[config.mk]
export PLATFORM = sky130hd
export DESIGN_NAME = scoreboard
export DESIGN_NICKNAME = d
export VERILOG_FILES = /design/src/rtl/common_pkg.sv /design/src/rtl/pipes_pkg.sv /design/src/rtl/scoreboard_fwd_select.sv /design/src/rtl/scoreboard.sv
export SDC_FILE = /design/constraint.sdc
export NUM_CORES = 1
export LEC_CHECK = 0
export BUFFER_PORTS_ARGS = -buffer_cell sky130_fd_sc_hd__clkbuf_2
export CAP_MARGIN = 10
export CELL_PAD_IN_SITES_DETAIL_PLACEMENT = 1
export CELL_PAD_IN_SITES_GLOBAL_PLACEMENT = 1
export CORE_ASPECT_RATIO = 0.7
export CORE_MARGIN = 1.5
export CORE_UTILIZATION = 34
export DETAILED_ROUTE_END_ITERATION = 6
export PLACE_DENSITY = 0.78
export SLEW_MARGIN = 10
export SYNTH_ARGS = -nofsm -noshare
export SYNTH_HDL_FRONTEND = slang
export SYNTH_SLANG_ARGS = --single-unit
[constraint.sdc]
create_clock -name clk -period 2.2 [get_ports clk]
set_clock_uncertainty 0.05 [all_clocks]
set_input_delay 0.11 -clock clk [delete_from_list [all_inputs] [get_ports clk]]
set_output_delay 0.11 -clock clk [all_outputs]
set_load 0.005 [all_outputs]
[src/rtl/common_pkg.sv]
// rtl/common_pkg.sv - shared scalar types used across the pipeline
package common;

  typedef logic [4:0]  u5;
  typedef u5           creg_addr_t;
  typedef logic [63:0] word_t;

endpackage

[src/rtl/pipes_pkg.sv]
// rtl/pipes_pkg.sv - pipeline-stage payload types and scoreboard sizing
package pipes;

  import common::*;

  // Producer descriptor for one pipeline stage (EX, MEM or WB).
  //   valid : stage holds an instruction that writes dst
  //   ready : data is final and may be forwarded
  typedef struct packed {
    logic       valid;
    logic       ready;
    creg_addr_t dst;
    word_t      data;
  } fwd_t;

  localparam int SB_CNT_W = 2;

endpackage

[src/rtl/scoreboard_fwd_select.sv]
// rtl/scoreboard_fwd_select.sv - resolve one source operand from forward paths or register file
//
// Ports:
//   ra      in  : source register index
//   rf      in  : register-file read data for ra
//   ex_fwd  in  : EX-stage producer
//   mem_fwd in  : MEM-stage producer
//   wb_fwd  in  : WB-stage producer
//   pend_nz in  : pending-write counter for ra is non-zero
//   value   out : resolved operand value
//   bubble  out : operand not yet available
module fwd_select
  import common::*;
  import pipes::*;
(
  input  creg_addr_t ra,
  input  word_t      rf,
  input  fwd_t       ex_fwd,
  input  fwd_t       mem_fwd,
  input  fwd_t       wb_fwd,
  input  logic       pend_nz,
  output word_t      value,
  output logic       bubble
);

  logic ex_hit;
  logic mem_hit;
  logic wb_hit;

  assign ex_hit  = ex_fwd.valid  && (ex_fwd.dst  == ra);
  assign mem_hit = mem_fwd.valid && (mem_fwd.dst == ra);
  assign wb_hit  = wb_fwd.valid  && (wb_fwd.dst  == ra);

  // The youngest producer wins; a not-ready match stalls even if an older
  // stage holds a ready value, since the older value is stale.
  always_comb begin
    value  = rf;
    bubble = 1'b0;
    if (ra == '0) begin
      value = '0;
    end else if (ex_hit) begin
      if (ex_fwd.ready) value = ex_fwd.data;
      else              bubble = 1'b1;
    end else if (mem_hit) begin
      if (mem_fwd.ready) value = mem_fwd.data;
      else               bubble = 1'b1;
    end else if (wb_hit) begin
      if (wb_fwd.ready) value = wb_fwd.data;
      else              bubble = 1'b1;
    end else if (pend_nz) begin
      // Producer is outside the forward stages (e.g. a multi-cycle unit).
      bubble = 1'b1;
    end
  end

endmodule

[src/rtl/scoreboard.sv]
// rtl/scoreboard.sv - per-register pending-write tracker with operand forwarding
//
// Ports:
//   clk, reset          : clock, synchronous active-high reset
//   ra1, ra2            : decode source register indices
//   rf1, rf2            : register-file read data for ra1/ra2
//   issue_valid         : decode instruction advances into EX this cycle
//   issue_wen, issue_rd : issuing instruction writes issue_rd
//   ex_fwd/mem_fwd/wb_fwd : in-flight producers
//   wb_commit           : WB writes wb_fwd.dst to the register file
//   scra, scrb          : resolved operands
//   bubble1, bubble2    : operand not yet available
//   sb_err              : sticky counter overflow/underflow
module scoreboard
  import common::*;
  import pipes::*;
#(
  parameter int CNT_W = SB_CNT_W
) (
  input  logic       clk,
  input  logic       reset,
  input  creg_addr_t ra1,
  input  creg_addr_t ra2,
  input  word_t      rf1,
  input  word_t      rf2,
  input  logic       issue_valid,
  input  logic       issue_wen,
  input  creg_addr_t issue_rd,
  input  fwd_t       ex_fwd,
  input  fwd_t       mem_fwd,
  input  fwd_t       wb_fwd,
  input  logic       wb_commit,
  output word_t      scra,
  output word_t      scrb,
  output logic       bubble1,
  output logic       bubble2,
  output logic       sb_err
);

  localparam logic [CNT_W-1:0] CNT_MAX = {CNT_W{1'b1}};

  // x0 is hard-wired zero, so it has no counter.
  logic [CNT_W-1:0] pend [31:1];

  logic pnz1;
  logic pnz2;

  always_ff @(posedge clk) begin
    if (reset) begin
      for (int r = 1; r < 32; r++) pend[r] <= '0;
      sb_err <= 1'b0;
    end else begin
      for (int r = 1; r < 32; r++) begin
        logic inc;
        logic dec;
        inc = issue_valid && issue_wen && (issue_rd == 5'(r));
        dec = wb_commit && (wb_fwd.dst == 5'(r));
        // inc and dec together cancel and leave the counter untouched.
        if (inc && !dec) begin
          if (pend[r] == CNT_MAX) sb_err <= 1'b1;
          else                    pend[r] <= pend[r] + 1'b1;
        end else if (dec && !inc) begin
          if (pend[r] == '0) sb_err <= 1'b1;
          else               pend[r] <= pend[r] - 1'b1;
        end
      end
    end
  end

  always_comb begin
    pnz1 = 1'b0;
    pnz2 = 1'b0;
    for (int r = 1; r < 32; r++) begin
      if (ra1 == 5'(r)) pnz1 = |pend[r];
      if (ra2 == 5'(r)) pnz2 = |pend[r];
    end
  end

  fwd_select u_sel_a (
    .ra      (ra1),
    .rf      (rf1),
    .ex_fwd  (ex_fwd),
    .mem_fwd (mem_fwd),
    .wb_fwd  (wb_fwd),
    .pend_nz (pnz1),
    .value   (scra),
    .bubble  (bubble1)
  );

  fwd_select u_sel_b (
    .ra      (ra2),
    .rf      (rf2),
    .ex_fwd  (ex_fwd),
    .mem_fwd (mem_fwd),
    .wb_fwd  (wb_fwd),
    .pend_nz (pnz2),
    .value   (scrb),
    .bubble  (bubble2)
  );

endmodule

==> results of run 1 <==
==> metrics by stage <==
step           TNS (ns)  util, %  cells  setup slack (ns)
2_1_floorplan         0        -   1592            0.2168
3_3_place_gp     -20.10    49.96   2673           -0.3426
3_5_place_dp     -30.71    49.96   2673           -0.4161
4_1_cts          -16.11    61.56   2806           -0.3569
==> routing by layer <==
layer  overflow  track usage (%)
met2          4            91.73
met3          0            68.38
met5          0            45.72
met1          0            77.61
met4          7            73.08
==> logic make-up after synthesis <==
group,after synthesis
AO/OA/AOI/OAI,620
XOR/XNOR,36
adder cells (fa/ha/maj),62
buffers and inverters,281
flip-flops,63
multiplexers,45
AND/OR/NAND/NOR,485
==> synth_stat cells, types with 4 or more instances <==
cell type	instances	area, µm²
nand2b_1	19	118.9
o21ai_0	65	325.3
ha_1	62	775.7
nand4_1	15	93.84
nor3_1	101	505.5
o31a_1	44	385.4
nor4b_1	4	35.03
nor2b_1	7	43.79
a22oi_1	88	660.6
a21oi_1	117	585.6
nand3_1	27	135.1
a221oi_1	62	543.0
o221ai_1	45	394.1
nor4_1	22	137.6
xor2_1	18	157.7
nor2_1	132	495.5
o211ai_1	12	90.09
buf_4	6	45.04
a31oi_1	49	306.5
o2111ai_1	8	70.07
nor3b_1	4	30.03
and3_1	6	37.54
buf_1	13	48.80
and2_1	7	43.79
o221a_2	21	236.5
buf_2	46	230.2
a211oi_1	24	180.2
nand2_1	73	274.0
edfxtp_1	62	1862
or3_1	28	175.2
o22ai_1	5	31.28
mux2i_1	39	390.4
clkbuf_1	87	326.6
xnor2_1	18	157.7
o21a_1	46	345.3
or2_2	7	43.79
o21ai_1	9	45.04
inv_1	125	469.2
==> repair_timing <==
action	4_1_cts
setup endpoints to repair	135
gates cloned	38
pin swaps	159
gates resized for setup	441
buffers inserted	87
==> metrics.yaml, run 1 <==
placed_cell_area_um2: 16700
synth_ff_type: "edfxtp_1"
status: "stopped before the end"
synth_warnings: 0
die_x_um: 222.9
grt-ovfl-total: 11
ios: 492
cts_max_level: 3
ys_ff_latch: 63
synth_adder_area_share_pct: 6.740
firstError: "[ERROR GRT-0232] Routing congestion too high. Check the congestion heatmap in the GUI."
clock_path_buffers: 2
cts_root_buf: "clkbuf_16"
synth_area_per_cell_um2: 7.230
dp_hpwl_um: 59410
seq_area_frac_synth_pct: 16.35
grt_usage_pct: 77.96
netlist_area_um2: 11510
synth_xor_xnor_area_share_pct: 2.739
chipHeight_um: 156.9
hold_buffers: 0
synthMuxAreaShare_pct: 4.272
start_util_pct: 34.44
syn_inst: 1592
synth_top_family_by_area: "compound AO/OA/AOI/OAI gates"
worst-ep-kind: "top-level output"
synth_cell_types: 79
grt-worst-endpoint: "bubble1"
place.gp.congestion: 1.013
cts_made_buffers: 9
synth-compound-area-share_pct: 38.47
stop_stage: "global routing"
yosys.area_share.simple_pct: 21.44
async_flop_share_pct: 0
grt_max_degree: 44
cts.sinks: 63
rows: 56
synth_edf_count: 62
synth_nets: 2015
io_buffers: 491
==> inputs of run 2 (changes only) <==
--- a/config.mk
+++ b/config.mk
@@ -7,13 +7,10 @@
 export LEC_CHECK = 0
 export BUFFER_PORTS_ARGS = -buffer_cell sky130_fd_sc_hd__clkbuf_2
 export CAP_MARGIN = 10
-export CELL_PAD_IN_SITES_DETAIL_PLACEMENT = 1
-export CELL_PAD_IN_SITES_GLOBAL_PLACEMENT = 1
-export CORE_ASPECT_RATIO = 0.7
-export CORE_MARGIN = 1.5
-export CORE_UTILIZATION = 34
+export CORE_AREA = 2 2 189 191
 export DETAILED_ROUTE_END_ITERATION = 6
-export PLACE_DENSITY = 0.78
+export DIE_AREA = 0 0 191 193
+export PLACE_DENSITY_LB_ADDON = 0.15
 export SLEW_MARGIN = 10
 export SYNTH_ARGS = -nofsm -noshare
 export SYNTH_HDL_FRONTEND = slang
==> run 2 against run 1 <==
  * The flow now finishes, with violations (design-rule violations, negative setup slack)
  * Synthesized cell count unchanged
  * Synthesized area unchanged
==> metrics.yaml, run 2 <==
ios: 492  # unchanged
largest_reg_flops: 62
p_seq_share_pct: 23.9
synthMuxAreaShare_pct: 4.272  # unchanged
cp-end-kind: "primary output"
leakagePower_uw: 0.009271
die_x_um: 191  # was 222.9 µm
reg_top3: "pend (62), sb_err (1)"
cp_slowest_cell: "nor3_2"
post-route-period-util_pct: 127.4
grt-ovfl-total: 0
cts.sinks: 63  # unchanged
synth_top_family_by_area: "compound AO/OA/AOI/OAI gates"  # unchanged
layout_setup_ws_ns: -0.6034
cts_tree: "built"
grt_usage_pct: 39.48
synth-compound-area-share_pct: 38.47  # unchanged
core_um2: 34960
synth_nets: 2015  # unchanged
max_freq_ghz: 0.3567
synth_warnings: 0  # unchanged
hold_ws_ns: 0.2569
stdcell_area_um2: 21890
crit_type: "in -> out"
synth.largest_area_cell: "edfxtp_1"  # unchanged
netlist_area_um2: 11510  # unchanged
drc: 8
setup-tns-final_ns: -17.02
seq_area_frac_synth_pct: 16.35  # unchanged
largest-register: "pend"
io_buffers: 491  # unchanged
syn_to_final_growth_pct: 90.17
place.gp.congestion: 1.055  # was 1.013
antenna_found_initial: 17
p_comb_share_pct: 51.9
slew_viol_final: 0
vias: 17740
netlist_top_cells_area: "edfxtp_1, ha_1, a22oi_1"  # unchanged
synth_edf_count: 62  # unchanged
layout_min_cycle_time_ns: 2.803
cts.clk_slew.worst_paths_ns: 0.05
synth_ff_type: "edfxtp_1"  # unchanged
synth_top_area_share_pct: 16.18  # unchanged
synth_adder_area_share_pct: 6.740  # unchanged
drive_above_1_share_pct: 57.08
design.die.area_um2: 36860
worstPathArrival_ns: 2.64
wl_per_cell_um: 27.69
placed_cell_area_um2: 16800  # was 16,700 µm²
clk_latency_ns: 0.35
cts_made_buffers: 9  # unchanged
yosys.area_share.simple_pct: 21.44  # unchanged
tightestPinTransition_ns: 0.7517
synth_cell_types: 79  # unchanged
swShare_pct: 37.84
crit_required_ns: 2.04
p_int_uw: 3630
cts_max_level: 3  # unchanged
maxCapViolCount: 0
ys_top_cells_by_count: "nor2_1, inv_1, a21oi_1, nor3_1, a22oi_1"  # unchanged
hold_buffers: 0  # unchanged
syn_inst: 1592  # unchanged
max-slew-margin-rel_pct: 49.61
pwr-share-clk_pct: 24.2
cts_root_buf: "clkbuf_16"  # unchanged
powerDensity_nw_per_um2: 266.8
grt_max_degree: 93
clock_path_buffers: 2  # unchanged
start_util_pct: 32.92  # was 34.44%
fin_nets: 2793
drt_iter0_drc: 1849
violations: "design-rule violations, negative setup slack"
critPathLaunchType: "input pin"
post-place-ws_ns: -0.3993  # was -0.4161 ns
dp_hpwl_um: 56910  # was 59,410 µm
synth_xor_xnor_area_share_pct: 2.739  # unchanged
cp_num_buf_inv: 6
rows: 69  # was 56
async_flop_share_pct: 0  # unchanged
dr.pass1.iters: 7
status: "finished with violations"  # was stopped before the end
path_max_fanout: 8
chipHeight_um: 193  # was 156.9 µm
synth_area_per_cell_um2: 7.230  # unchanged
post-synth-top-count-cell: "nor2_1"  # unchanged
max_stage_delay_ns: 0.62
wl_um: 78800
power.switching_uw: 2209
path_cells: "buf_8 > buf_4 > xor2_2 > nor4_2 > buf_4 > nand3_4 > nor2_4 > buf_6 > buf_6 > a221oi_2 > nor3_2 > buf_2"
power_uw: 5839
final_cell_mix: "clkbuf_2, buf_4, nor2_1"
grt_pass1_wl_um: 107800
first_global_vias: 16770
final_antenna_net_count: 0
hp-class: "in -> reg"
setup_viol: 130
rsz0062_at_grt: "true"
peakVddDrop_mv: 0.2754
finalHoldViolCount: 0
crit_family: "simple AND/OR/NAND/NOR gates"
fillers: 3112
mostFrequentLayoutCell: "clkbuf_2"
viasPerCell: 6.232
ys_ff_latch: 63  # unchanged
==> run 2: cell counts after synthesis <==
Identical to the previous run, type by type.
==> run 2: per-layer routing <==
layer,global-route usage [%],routed length [µm],part of all wire (%),vias up
met3,13.77,9803,12,258
li1,-,-,-,7734
met1,50.11,30460,39,8629
met2,59.92,34200,43,1096
met4,18.34,4129,5.2,20
met5,0,202,0.26,-
==> run 2: cell type report <==
class                           count  area (µm²)  area share, %
Antenna cell                       11       27.53         0.1258
Clock buffer                       11       232.7          1.063
Clock inverter                      4       47.55         0.2172
Inverter                          127       479.2          2.189
Multi-Input combinational cell   1249       11270          51.47
Sequential cell                    63        1882          8.597
Tap cell                          461       576.8          2.635
Timing Repair Buffer              920        7376          33.70
==> run 2: per-stage QoR <==
stage,cells,utilization (%)
3_5_place_dp,2709,48.05
6_report,2846,62.60
4_1_cts,2808,58.11
3_3_place_gp,2709,48.05
2_1_floorplan,1592,-
5_1_grt,2839,62.55
==> run 2: logic make-up (layout without fill, tap and decap cells) <==
logic type / after synthesis / in the layout
buffers and inverters: 281 / 1062
AOI/OAI and AO/OA: 620 / 620
DFF: 63 / 63
other: 0 / 11
muxes: 45 / 45
adders and majority gates: 62 / 62
and+or+nand+nor: 485 / 486
xor gates and xnor gates: 36 / 36
==> run 2: timing repair <==
action | 4_1_cts | 5_1_grt
gates resized for setup | 439 | 372
pin swaps | 261 | 214
setup endpoints to repair | 130 | 131
endpoints found under the hold margin | 0 | 0
buffers inserted | 100 | 49
gates cloned | 26 | 9
==> run 2: worst paths after layout <==
kind	startpoint	endpoint	slack (ns)	cells after the start
hold reg to reg	pend[0][28]$_DFFE_PP_	pend[0][28]$_DFFE_PP_	0.54	1
setup / recovery	ra1[4]	scra[49]	-0.60	12
setup reg to reg	pend[0][46]$_DFFE_PP_	sb_err$_SDFF_PP0_	0.07	7
hold / removal	reset	pend[0][53]$_DFFE_PP_	0.26	3
==> run 2: tightest hold or removal path, stage by stage <==
cell and delay, ns:
clkbuf_2 0.10, buf_12 0.20, nor2_1 0.12
==> run 2: power by group through the flow <==
stage               Combinational (µW)  Clock [µW]  Sequential, µW
floorplan                          939           0            1420
global placement                  2280           0            1420
detailed placement                2290           0            1420
CTS                               2660        1430            1400
global route                      3170        1490            1400
finish                            3030        1410            1400
Power figures use the tool's default switching activity.
